## src/rtl/xbar_core_l2_multi_if.sv

```systemverilog
`default_nettype none
// +----------------------------------------------------------------------+
// | xbar_core_l2_multi_if : requester and L2 bus bundle for the crossbar |
// | Rev 1.0                                                              |
// +----------------------------------------------------------------------+
`ifndef MEM_ADDR_BITS
`define MEM_ADDR_BITS 26
`endif
`ifndef MEM_DATA_BITS
`define MEM_DATA_BITS 128
`endif
`ifndef MEM_TAG_BITS
`define MEM_TAG_BITS 5
`endif

interface xbar_core_l2_multi_if #(
  parameter int NUM_PORTS = 3,
  parameter int PID_BITS  = 2,
  parameter int ADDR_BITS = `MEM_ADDR_BITS,
  parameter int DATA_BITS = `MEM_DATA_BITS,
  parameter int TAG_BITS  = `MEM_TAG_BITS
);
  logic [NUM_PORTS-1:0]           req_val;
  logic [NUM_PORTS-1:0]           req_rdy;
  logic [2*NUM_PORTS-1:0]         req_rw;
  logic [NUM_PORTS*ADDR_BITS-1:0] req_addr;
  logic [NUM_PORTS*DATA_BITS-1:0] req_data;
  logic [NUM_PORTS*TAG_BITS-1:0]  req_tag;
  logic [NUM_PORTS-1:0]           resp_val;
  logic [NUM_PORTS-1:0]           resp_nack;
  logic [NUM_PORTS*DATA_BITS-1:0] resp_data;
  logic [NUM_PORTS*TAG_BITS-1:0]  resp_tag;

  logic                           mem_req_val;
  logic                           mem_req_rdy;
  logic [1:0]                     mem_req_rw;
  logic [ADDR_BITS-1:0]           mem_req_addr;
  logic [DATA_BITS-1:0]           mem_req_data;
  logic [PID_BITS+TAG_BITS-1:0]   mem_req_tag;
  logic                           mem_resp_val;
  logic                           mem_resp_nack;
  logic [DATA_BITS-1:0]           mem_resp_data;
  logic [PID_BITS+TAG_BITS-1:0]   mem_resp_tag;

  // master: the crossbar itself (serves requesters, masters the L2 port)
  modport master (
    input  req_val, req_rw, req_addr, req_data, req_tag,
    output req_rdy, resp_val, resp_nack, resp_data, resp_tag,
    output mem_req_val, mem_req_rw, mem_req_addr, mem_req_data, mem_req_tag,
    input  mem_req_rdy, mem_resp_val, mem_resp_nack, mem_resp_data, mem_resp_tag
  );

  modport slave (
    output req_val, req_rw, req_addr, req_data, req_tag,
    input  req_rdy, resp_val, resp_nack, resp_data, resp_tag,
    input  mem_req_val, mem_req_rw, mem_req_addr, mem_req_data, mem_req_tag,
    output mem_req_rdy, mem_resp_val, mem_resp_nack, mem_resp_data, mem_resp_tag
  );
endinterface

`default_nettype wire

```

## src/rtl/xbar_core_l2_multi.sv

```systemverilog
`default_nettype none
// +----------------------------------------------------------------------+
// | xbar_core_l2_multi : N-port round-robin request crossbar to L2 with  |
// | store locking, one-entry request buffer and tag-routed responses.    |
// | Rev 1.0                                                              |
// +----------------------------------------------------------------------+
`ifndef MEM_ADDR_BITS
`define MEM_ADDR_BITS 26
`endif
`ifndef MEM_DATA_BITS
`define MEM_DATA_BITS 128
`endif
`ifndef MEM_TAG_BITS
`define MEM_TAG_BITS 5
`endif

module xbar_core_l2_multi #(
  parameter int NUM_PORTS   = 3,
  parameter int PID_BITS    = 2,
  parameter int ADDR_BITS   = `MEM_ADDR_BITS,
  parameter int DATA_BITS   = `MEM_DATA_BITS,
  parameter int TAG_BITS    = `MEM_TAG_BITS,
  parameter int STORE_BEATS = 4
) (
  input  logic                        clk,
  input  logic                        reset,
  xbar_core_l2_multi_if.master        xbar_io,
  output logic                        route_err_o
);
  localparam int                 BW        = $clog2(STORE_BEATS + 1);
  localparam bit                 USE_LOCK  = (STORE_BEATS > 1);
  localparam logic [PID_BITS-1:0] LAST_PORT = PID_BITS'(NUM_PORTS - 1);
  localparam logic [0:0]         ST_IDLE   = 1'b0;
  localparam logic [0:0]         ST_LOCK   = 1'b1;

  logic [0:0]                   state_q, state_d;
  logic [PID_BITS-1:0]          rr_ptr_q, rr_ptr_d;
  logic [PID_BITS-1:0]          lock_port_q, lock_port_d;
  logic [BW-1:0]                beat_cnt_q, beat_cnt_d;
  logic                         val_q, val_d;
  logic [1:0]                   rw_q, rw_d;
  logic [ADDR_BITS-1:0]         addr_q, addr_d;
  logic [DATA_BITS-1:0]         data_q, data_d;
  logic [PID_BITS+TAG_BITS-1:0] tag_q, tag_d;
  logic                         route_err_q, route_err_d;

  logic                w_locked;
  logic                w_can_accept;
  logic                w_gnt_vld;
  logic [PID_BITS-1:0] w_gnt_idx;
  logic [PID_BITS-1:0] w_gnt_nxt;
  logic                w_accept;
  logic [1:0]          w_req_rw;
  logic                w_is_store;
  logic                w_last_beat;
  logic [PID_BITS-1:0] w_resp_pid;

  // ---------------- lock FSM ----------------
  always_ff @(posedge clk) begin : p_fsm_reg
    if (reset) state_q <= ST_IDLE;
    else       state_q <= state_d;
  end

  always_comb begin : p_fsm_next
    state_d = state_q;
    case (state_q)
      ST_IDLE: if (w_accept && w_is_store && USE_LOCK) state_d = ST_LOCK;
      ST_LOCK: if (w_accept && w_last_beat)            state_d = ST_IDLE;
      default: state_d = ST_IDLE;
    endcase
  end

  always_comb begin : p_fsm_out
    w_locked = (state_q == ST_LOCK);
  end

  // ---------------- arbitration ----------------
  always_comb begin : p_arb
    int idx;
    idx       = 0;
    w_gnt_vld = 1'b0;
    w_gnt_idx = '0;
    if (w_locked) begin
      w_gnt_vld = xbar_io.req_val[lock_port_q];
      w_gnt_idx = lock_port_q;
    end else begin
      for (int k = 0; k < NUM_PORTS; k++) begin
        idx = (int'(rr_ptr_q) + k) % NUM_PORTS;
        if (!w_gnt_vld && xbar_io.req_val[idx]) begin
          w_gnt_vld = 1'b1;
          w_gnt_idx = PID_BITS'(idx);
        end
      end
    end
  end

  assign w_can_accept = !val_q || xbar_io.mem_req_rdy;
  assign w_accept     = w_gnt_vld && w_can_accept;
  assign w_req_rw     = xbar_io.req_rw[w_gnt_idx*2 +: 2];
  assign w_is_store   = w_req_rw[0];
  assign w_last_beat  = (beat_cnt_q == BW'(STORE_BEATS - 1));
  assign w_gnt_nxt    = (w_gnt_idx == LAST_PORT) ? '0 : w_gnt_idx + 1'b1;

  always_comb begin : p_rdy
    xbar_io.req_rdy = '0;
    if (w_accept) xbar_io.req_rdy[w_gnt_idx] = 1'b1;
  end

  // ---------------- request buffer and pointers ----------------
  always_comb begin : p_dp_next
    val_d       = val_q;
    rw_d        = rw_q;
    addr_d      = addr_q;
    data_d      = data_q;
    tag_d       = tag_q;
    rr_ptr_d    = rr_ptr_q;
    lock_port_d = lock_port_q;
    beat_cnt_d  = beat_cnt_q;
    if (xbar_io.mem_req_rdy) val_d = 1'b0;
    if (w_accept) begin
      val_d  = 1'b1;
      // while locked the buffer still holds a beat of this store, so rw_q is the first beat's op
      rw_d   = w_locked ? rw_q : w_req_rw;
      addr_d = xbar_io.req_addr[w_gnt_idx*ADDR_BITS +: ADDR_BITS];
      data_d = xbar_io.req_data[w_gnt_idx*DATA_BITS +: DATA_BITS];
      tag_d  = {w_gnt_idx, xbar_io.req_tag[w_gnt_idx*TAG_BITS +: TAG_BITS]};
      if (w_locked) begin
        if (w_last_beat) begin
          beat_cnt_d = '0;
          rr_ptr_d   = w_gnt_nxt;
        end else begin
          beat_cnt_d = beat_cnt_q + 1'b1;
        end
      end else if (w_is_store && USE_LOCK) begin
        lock_port_d = w_gnt_idx;
        beat_cnt_d  = BW'(1);
      end else begin
        rr_ptr_d = w_gnt_nxt;
      end
    end
  end

  assign w_resp_pid  = xbar_io.mem_resp_tag[TAG_BITS+PID_BITS-1:TAG_BITS];
  assign route_err_d = route_err_q || (xbar_io.mem_resp_val && (int'(w_resp_pid) >= NUM_PORTS));

  always_ff @(posedge clk) begin : p_dp_reg
    if (reset) begin
      val_q       <= 1'b0;
      rw_q        <= '0;
      addr_q      <= '0;
      data_q      <= '0;
      tag_q       <= '0;
      rr_ptr_q    <= '0;
      lock_port_q <= '0;
      beat_cnt_q  <= '0;
      route_err_q <= 1'b0;
    end else begin
      val_q       <= val_d;
      rw_q        <= rw_d;
      addr_q      <= addr_d;
      data_q      <= data_d;
      tag_q       <= tag_d;
      rr_ptr_q    <= rr_ptr_d;
      lock_port_q <= lock_port_d;
      beat_cnt_q  <= beat_cnt_d;
      route_err_q <= route_err_d;
    end
  end

  assign xbar_io.mem_req_val  = val_q;
  assign xbar_io.mem_req_rw   = rw_q;
  assign xbar_io.mem_req_addr = addr_q;
  assign xbar_io.mem_req_data = data_q;
  assign xbar_io.mem_req_tag  = tag_q;
  assign route_err_o          = route_err_q;

  // ---------------- response routing ----------------
  always_comb begin : p_resp
    xbar_io.resp_val  = '0;
    xbar_io.resp_nack = '0;
    for (int k = 0; k < NUM_PORTS; k++) begin
      if (int'(w_resp_pid) == k) begin
        xbar_io.resp_val[k]  = xbar_io.mem_resp_val;
        xbar_io.resp_nack[k] = xbar_io.mem_resp_nack;
      end
    end
  end

  generate
    for (genvar gi = 0; gi < NUM_PORTS; gi++) begin : g_resp_bcast
      assign xbar_io.resp_data[gi*DATA_BITS +: DATA_BITS] = xbar_io.mem_resp_data;
      assign xbar_io.resp_tag[gi*TAG_BITS +: TAG_BITS]    = xbar_io.mem_resp_tag[TAG_BITS-1:0];
    end
  endgenerate
endmodule

`default_nettype wire

```

## src/flat_wrapper.sv

```systemverilog
// flat-port wrapper written by rule: the top's interface ports become plain ports
module xbar_core_l2_multi_flat 
#(
  parameter int NUM_PORTS   = 3,
  parameter int PID_BITS    = 2,
  parameter int ADDR_BITS   = `MEM_ADDR_BITS,
  parameter int DATA_BITS   = `MEM_DATA_BITS,
  parameter int TAG_BITS    = `MEM_TAG_BITS,
  parameter int STORE_BEATS = 4
)
  (clk, reset, route_err_o, xbar_io_req_val, xbar_io_req_rw, xbar_io_req_addr, xbar_io_req_data, xbar_io_req_tag, xbar_io_req_rdy, xbar_io_resp_val, xbar_io_resp_nack, xbar_io_resp_data, xbar_io_resp_tag, xbar_io_mem_req_val, xbar_io_mem_req_rw, xbar_io_mem_req_addr, xbar_io_mem_req_data, xbar_io_mem_req_tag, xbar_io_mem_req_rdy, xbar_io_mem_resp_val, xbar_io_mem_resp_nack, xbar_io_mem_resp_data, xbar_io_mem_resp_tag);
  xbar_core_l2_multi_if #(.NUM_PORTS(NUM_PORTS), .PID_BITS(PID_BITS), .ADDR_BITS(ADDR_BITS), .DATA_BITS(DATA_BITS), .TAG_BITS(TAG_BITS)) xbar_io_i ();
  input  logic clk;
  input  logic reset;
  output logic route_err_o;
  input wire logic [$bits(xbar_io_i.req_val)-1:0] xbar_io_req_val;
  input wire logic [$bits(xbar_io_i.req_rw)-1:0] xbar_io_req_rw;
  input wire logic [$bits(xbar_io_i.req_addr)-1:0] xbar_io_req_addr;
  input wire logic [$bits(xbar_io_i.req_data)-1:0] xbar_io_req_data;
  input wire logic [$bits(xbar_io_i.req_tag)-1:0] xbar_io_req_tag;
  output wire logic [$bits(xbar_io_i.req_rdy)-1:0] xbar_io_req_rdy;
  output wire logic [$bits(xbar_io_i.resp_val)-1:0] xbar_io_resp_val;
  output wire logic [$bits(xbar_io_i.resp_nack)-1:0] xbar_io_resp_nack;
  output wire logic [$bits(xbar_io_i.resp_data)-1:0] xbar_io_resp_data;
  output wire logic [$bits(xbar_io_i.resp_tag)-1:0] xbar_io_resp_tag;
  output wire logic [$bits(xbar_io_i.mem_req_val)-1:0] xbar_io_mem_req_val;
  output wire logic [$bits(xbar_io_i.mem_req_rw)-1:0] xbar_io_mem_req_rw;
  output wire logic [$bits(xbar_io_i.mem_req_addr)-1:0] xbar_io_mem_req_addr;
  output wire logic [$bits(xbar_io_i.mem_req_data)-1:0] xbar_io_mem_req_data;
  output wire logic [$bits(xbar_io_i.mem_req_tag)-1:0] xbar_io_mem_req_tag;
  input wire logic [$bits(xbar_io_i.mem_req_rdy)-1:0] xbar_io_mem_req_rdy;
  input wire logic [$bits(xbar_io_i.mem_resp_val)-1:0] xbar_io_mem_resp_val;
  input wire logic [$bits(xbar_io_i.mem_resp_nack)-1:0] xbar_io_mem_resp_nack;
  input wire logic [$bits(xbar_io_i.mem_resp_data)-1:0] xbar_io_mem_resp_data;
  input wire logic [$bits(xbar_io_i.mem_resp_tag)-1:0] xbar_io_mem_resp_tag;
  assign xbar_io_i.req_val = xbar_io_req_val;
  assign xbar_io_i.req_rw = xbar_io_req_rw;
  assign xbar_io_i.req_addr = xbar_io_req_addr;
  assign xbar_io_i.req_data = xbar_io_req_data;
  assign xbar_io_i.req_tag = xbar_io_req_tag;
  assign xbar_io_req_rdy = xbar_io_i.req_rdy;
  assign xbar_io_resp_val = xbar_io_i.resp_val;
  assign xbar_io_resp_nack = xbar_io_i.resp_nack;
  assign xbar_io_resp_data = xbar_io_i.resp_data;
  assign xbar_io_resp_tag = xbar_io_i.resp_tag;
  assign xbar_io_mem_req_val = xbar_io_i.mem_req_val;
  assign xbar_io_mem_req_rw = xbar_io_i.mem_req_rw;
  assign xbar_io_mem_req_addr = xbar_io_i.mem_req_addr;
  assign xbar_io_mem_req_data = xbar_io_i.mem_req_data;
  assign xbar_io_mem_req_tag = xbar_io_i.mem_req_tag;
  assign xbar_io_i.mem_req_rdy = xbar_io_mem_req_rdy;
  assign xbar_io_i.mem_resp_val = xbar_io_mem_resp_val;
  assign xbar_io_i.mem_resp_nack = xbar_io_mem_resp_nack;
  assign xbar_io_i.mem_resp_data = xbar_io_mem_resp_data;
  assign xbar_io_i.mem_resp_tag = xbar_io_mem_resp_tag;
  xbar_core_l2_multi #(.NUM_PORTS(NUM_PORTS), .PID_BITS(PID_BITS), .ADDR_BITS(ADDR_BITS), .DATA_BITS(DATA_BITS), .TAG_BITS(TAG_BITS), .STORE_BEATS(STORE_BEATS)) u_core (.clk(clk), .reset(reset), .xbar_io(xbar_io_i), .route_err_o(route_err_o));
endmodule
```

## config.mk

```make
export PLATFORM = sky130hd
export DESIGN_NAME = xbar_core_l2_multi_flat
export DESIGN_NICKNAME = d
export VERILOG_FILES = /design/src/rtl/xbar_core_l2_multi_if.sv /design/src/rtl/xbar_core_l2_multi.sv /design/src/flat_wrapper.sv
export SDC_FILE = /design/constraint.sdc
export NUM_CORES = 1
export LEC_CHECK = 0
export ABC_AREA = 1
export BUFFER_PORTS_ARGS = -buffer_cell sky130_fd_sc_hd__buf_4
export CAP_MARGIN = 10
export CORE_AREA = 2 2 463 465
export CTS_BUF_LIST = sky130_fd_sc_hd__clkbuf_8
export CTS_CLUSTER_DIAMETER = 40
export DETAILED_ROUTE_END_ITERATION = 6
export DIE_AREA = 0 0 465 467
export GPL_TIMING_DRIVEN = 0
export PLACE_DENSITY = 0.3
export SYNTH_ARGS = -nofsm -noshare
export SYNTH_HDL_FRONTEND = slang
export SYNTH_SLANG_ARGS = --single-unit
export TNS_END_PERCENT = 30
```

## constraint.sdc

```tcl
create_clock -name clk -period 3.2 [get_ports clk]
set_clock_uncertainty 0.2 [all_clocks]
set_input_delay 0.16 -clock clk [delete_from_list [all_inputs] [get_ports clk]]
set_output_delay 0.16 -clock clk [all_outputs]
set_load 0.01 [all_outputs]
```

==> parameters.txt <==
Parameter                              Value

Power and ir drop
  Share of power burned in combinational logic ... 0.778
  Total power draw ... 23.2 mW
  Leakage power figure ... 13.9 nW
  Fraction of power spent switching nets ... 0.575
  Net Sw Power ... 13.3 mW
  Power density relative to cell area ... 780 mW/mm^2
  Proportion of power drawn by the clock network ... 0.081
  Internal power consumption ... 9.85 mW
  Max rail drop VDD ... 0.449 mV
  Seq pwr share ... 0.141

Worst setup path
  Kind of launch point of the worst setup path ... flip-flop
  CP Class ... flip-flop to flip-flop
  Worst stage delay on the critical path ... 390 ps
  Library cell contributing the largest single delay on the critical path ... dfxtp_4
  CP bufs+invs ... 6
  Most used cell along the critical path ... nand2_1
  Family with the most delay on the worst path ... simple AND/OR/NAND/NOR gates
  Worst setup slack for register-to-register paths ... 140 ps
  CP Capture Type ... flip-flop
  Critical path required time ... 3540 ps
  Series of cell instances along the critical path ... inv_1 -> ha_4 -> inv_4 -> nand2_1 -> nand3_1 -> nand2_1 -> nand2_2 -> nor2_2 -> nand2_1 -> nand2_1 -> nor2_1 -> nor2_2 -> nor2_4 -> buf_12 -> buf_12 -> buf_6 -> buf_6 -> nand2_1 -> nand2_1 -> nand2_1 -> a21oi_1
  Largest fanout on the critical path ... 10
  Critical path data arrival time ... 3400 ps

Drt
  Post-Route WL ... 133 mm
  Via count ... 18,100
  DRT iter0 DRCs ... 785
  Pre-Repair DR Iteration Count ... 6
  Detailed-route vias per instance ... 2.89
  Remaining design rule violation count ... 0
  WL per Instance ... 21.3 microns
  Count of antenna-violating nets left after detailed routing ... 0

Clocking
  Clock input transition at the sequential cells of the worst setup and hold paths ... 150 ps
  Maximum clock insertion buffer count ... 2
  Total clock buffers created by CTS ... 17
  CTS tree ... done
  Count of clock tree sinks ... 173
  Clock Tree Root ... clkbuf_8
  Clock latency reported for the late side of the worst-skew pair ... 640 ps
  H-tree lvl count ... 4

Synth
  Cell count after synthesis ... 1,782
  Area share of xor/xnor cells in the synthesized design ... 0
  Fraction of the yosys area taken by sequential cells ... 0.286
  Compound-Gate Fraction of Synth Area ... 0.177
  Share of cell area taken by muxes after synthesis ... 0
  Post-synthesis cell type count ... 32
  Count of state elements after synthesis ... 173
  Main combinational cell family by area after synthesis ... buffers and inverters
  Post-synthesis share of cell area spent on and, or, nand and nor gates ... 0.235
  Syn Std Cell Area ... 0.0121 sq mm
  Most common flop cell mapped by yosys ... dfxtp_1
  Fraction of synthesis flops using an asynchronous set or reset pin ... 0
  Post-synthesis adder-cell area fraction ... 0.00516
  Post-synthesis net count ... 2,413
  Number of synthesized flops with an enable pin ... 0
  Number of warnings reported in the yosys synthesis log ... 0
  Average cell area after synthesis ... 6.80 sq um

Run status
  Run status ... complete, no violations

STA
  Number of max-slew violations in the final report ... 0
  Setup repair after global routing missed its margin ... true
  Crit path time final ... 3060 ps
  Post-route clock period utilization ... 0.958
  Max_slew headroom ... 0.264
  Final hold vios ... 0
  Count of final setup violators ... 0
  WHS ... 124 ps
  Worst-margin pin slew ... 1100 ps
  PnR worst setup slack ... 136 ps
  Max frequency ... 326 MHz

Placement
  Cell area reported after detailed placement ... 0.0237 sq mm
  HPWL after DPL ... 115 mm
  Routability-driven placement congestion ratio ... 0.792
  Setup Slack @ Placement ... -1200 ps
  Port buffer count ... 1,064

GRT
  First-pass GRT wire length ... 168 mm
  Number of antenna violations at the first check in global routing ... 62
  Global routing usage summed across all routing layers ... 0.117
  Maximum number of pins on one net before global-route repair ... 20
  Total gr overflow ... 0
  Vias in the first global route ... 18,600

Die
  Die footprint ... 0.217 sq mm
  Starting density of the core ... 0.0573
  Die extent in y ... 467 microns
  CORE AREA ... 0.212 sq mm
  Top Ports ... 1,199
  Total number of placement rows ... 169
  Horiz. Die Dim ... 465 microns

Worst hold path
  Class of the most critical hold timing path ... input pin to flip-flop

Final layout
  Fraction of layout instances using a drive strength above 1 ... 0.482
  Utilization after layout ... 0.141
  Most frequent cells in the layout ... buf_4, nand2_1, dlygate4sd3_1
  Post-route cell area ... 0.0297 sq mm
  Nets ... 4,023
  Leading cell type in the layout, fill and taps excluded ... buf_4
  Synth-to-Final Area Change ... 145%

Job
  Number of maximum-capacitance constraint violations ... 0
-- area by class of cell --
cell class	count	area (sq um)
buffer	503	3740
clock inverter	15	165
inverter	24	92.6
sequential	173	3470
antenna	19	47.5
multi-input combinational	1081	5180
fill	24500	182000
tap	2821	3530
timing repair buffer	1592	13300
clock buffer	17	234
-- worst paths after layout --
path | start | endpoint | cells after the start
worst max-delay path | u_core.rr_ptr_q[0]$_SDFFE_PP0P_ | u_core.xbar_io.mem_req_data[107]$_SDFFE_PP0P_ | 21
worst min-delay path | xbar_io_req_addr[21] | u_core.xbar_io.mem_req_addr[21]$_SDFFE_PP0P_ | 4
worst max register to register | u_core.rr_ptr_q[0]$_SDFFE_PP0P_ | u_core.xbar_io.mem_req_data[107]$_SDFFE_PP0P_ | 21
worst min register to register | u_core.xbar_io.mem_req_tag[6]$_SDFFE_PP0P_ | u_core.xbar_io.mem_req_tag[6]$_SDFFE_PP0P_ | 2
-- layer usage --
metal,part of all wire,global-route usage
met5,0.0025,0
met4,0.032,0.0364
met3,0.076,0.0395
met2,0.51,0.215
met1,0.38,0.124
-- worst reg2reg max path, stage by stage (launching register included) --
cell	delay [ps]
dfxtp_4	390
inv_1	80
ha_4	320
inv_4	50
nand2_1	50
nand3_1	60
nand2_1	100
nand2_2	90
nor2_2	110
nand2_1	60
nand2_1	70
nor2_1	50
nor2_2	190
nor2_4	70
buf_12	140
buf_12	150
buf_6	150
buf_6	160
nand2_1	240
nand2_1	90
nand2_1	70
a21oi_1	70
-- sequential cells by signal, indices dropped and copies added, names as in the netlist --
signal and cells:
u_core.state_q 1, u_core.xbar_io.mem_req_tag 7, u_core.xbar_io.mem_req_val 1, u_core.rr_ptr_q 2
u_core.xbar_io.mem_req_addr 26, u_core.xbar_io.mem_req_data 128, u_core.beat_cnt_q 3, u_core.xbar_io.mem_req_rw 2
u_core.lock_port_q 2, u_core.route_err_o 1
-- through the flow --
stage | TNS, ps | cells
CTS | 0 | 6226
finish | 0 | 6245
detailed placement | -120830 | 5668
global placement | -137910 | 5667
floorplan | 0 | 1782
global route | -463 | 6236
-- timing repair --
item / in CTS / in global routing
setup buffers: 17 / 1
hold buffers: 509 / 0
gates resized for setup: 73 / 51
hold endpoints to repair: 172 / 0
cloned: 0 / 0
setup endpoints to repair: 169 / 140
pin swaps: 8 / 3
-- power by group through the flow --
stage / clock network [mW] / registers, mW / logic, mW
floorplan: 0 / 3.49 / 7.76
global placement: 0 / 3.31 / 17.1
detailed placement: 0 / 3.32 / 17.1
CTS: 2.06 / 3.28 / 18.7
global route: 2.09 / 3.36 / 19.9
finish: 1.87 / 3.28 / 18.0
-- synthesized netlist by cell type, types with 5 or more instances --
| cell | count | area (sq um) |
|---|---|---|
| dfxtp_1 | 173 | 3460 |
| buf_6 | 9 | 101 |
| inv_2 | 9 | 33.8 |
| a21oi_1 | 168 | 841 |
| ha_1 | 5 | 62.6 |
| o21ai_0 | 9 | 45.0 |
| nor3_1 | 8 | 40.0 |
| nand3_1 | 15 | 75.1 |
| a22oi_1 | 158 | 1190 |
| clkbuf_1 | 42 | 158 |
| buf_1 | 9 | 33.8 |
| buf_2 | 41 | 205 |
| nand2_1 | 675 | 2530 |
| nor2_1 | 22 | 82.6 |
| inv_1 | 14 | 52.6 |
| buf_4 | 403 | 3030 |
-- cells by family after synthesis --
logic type      Yosys count
compound gates          344
fa+ha+maj                 5
buf+inv                 528
flops                   173
simple gates            732
(Power assumes the default switching activity.)
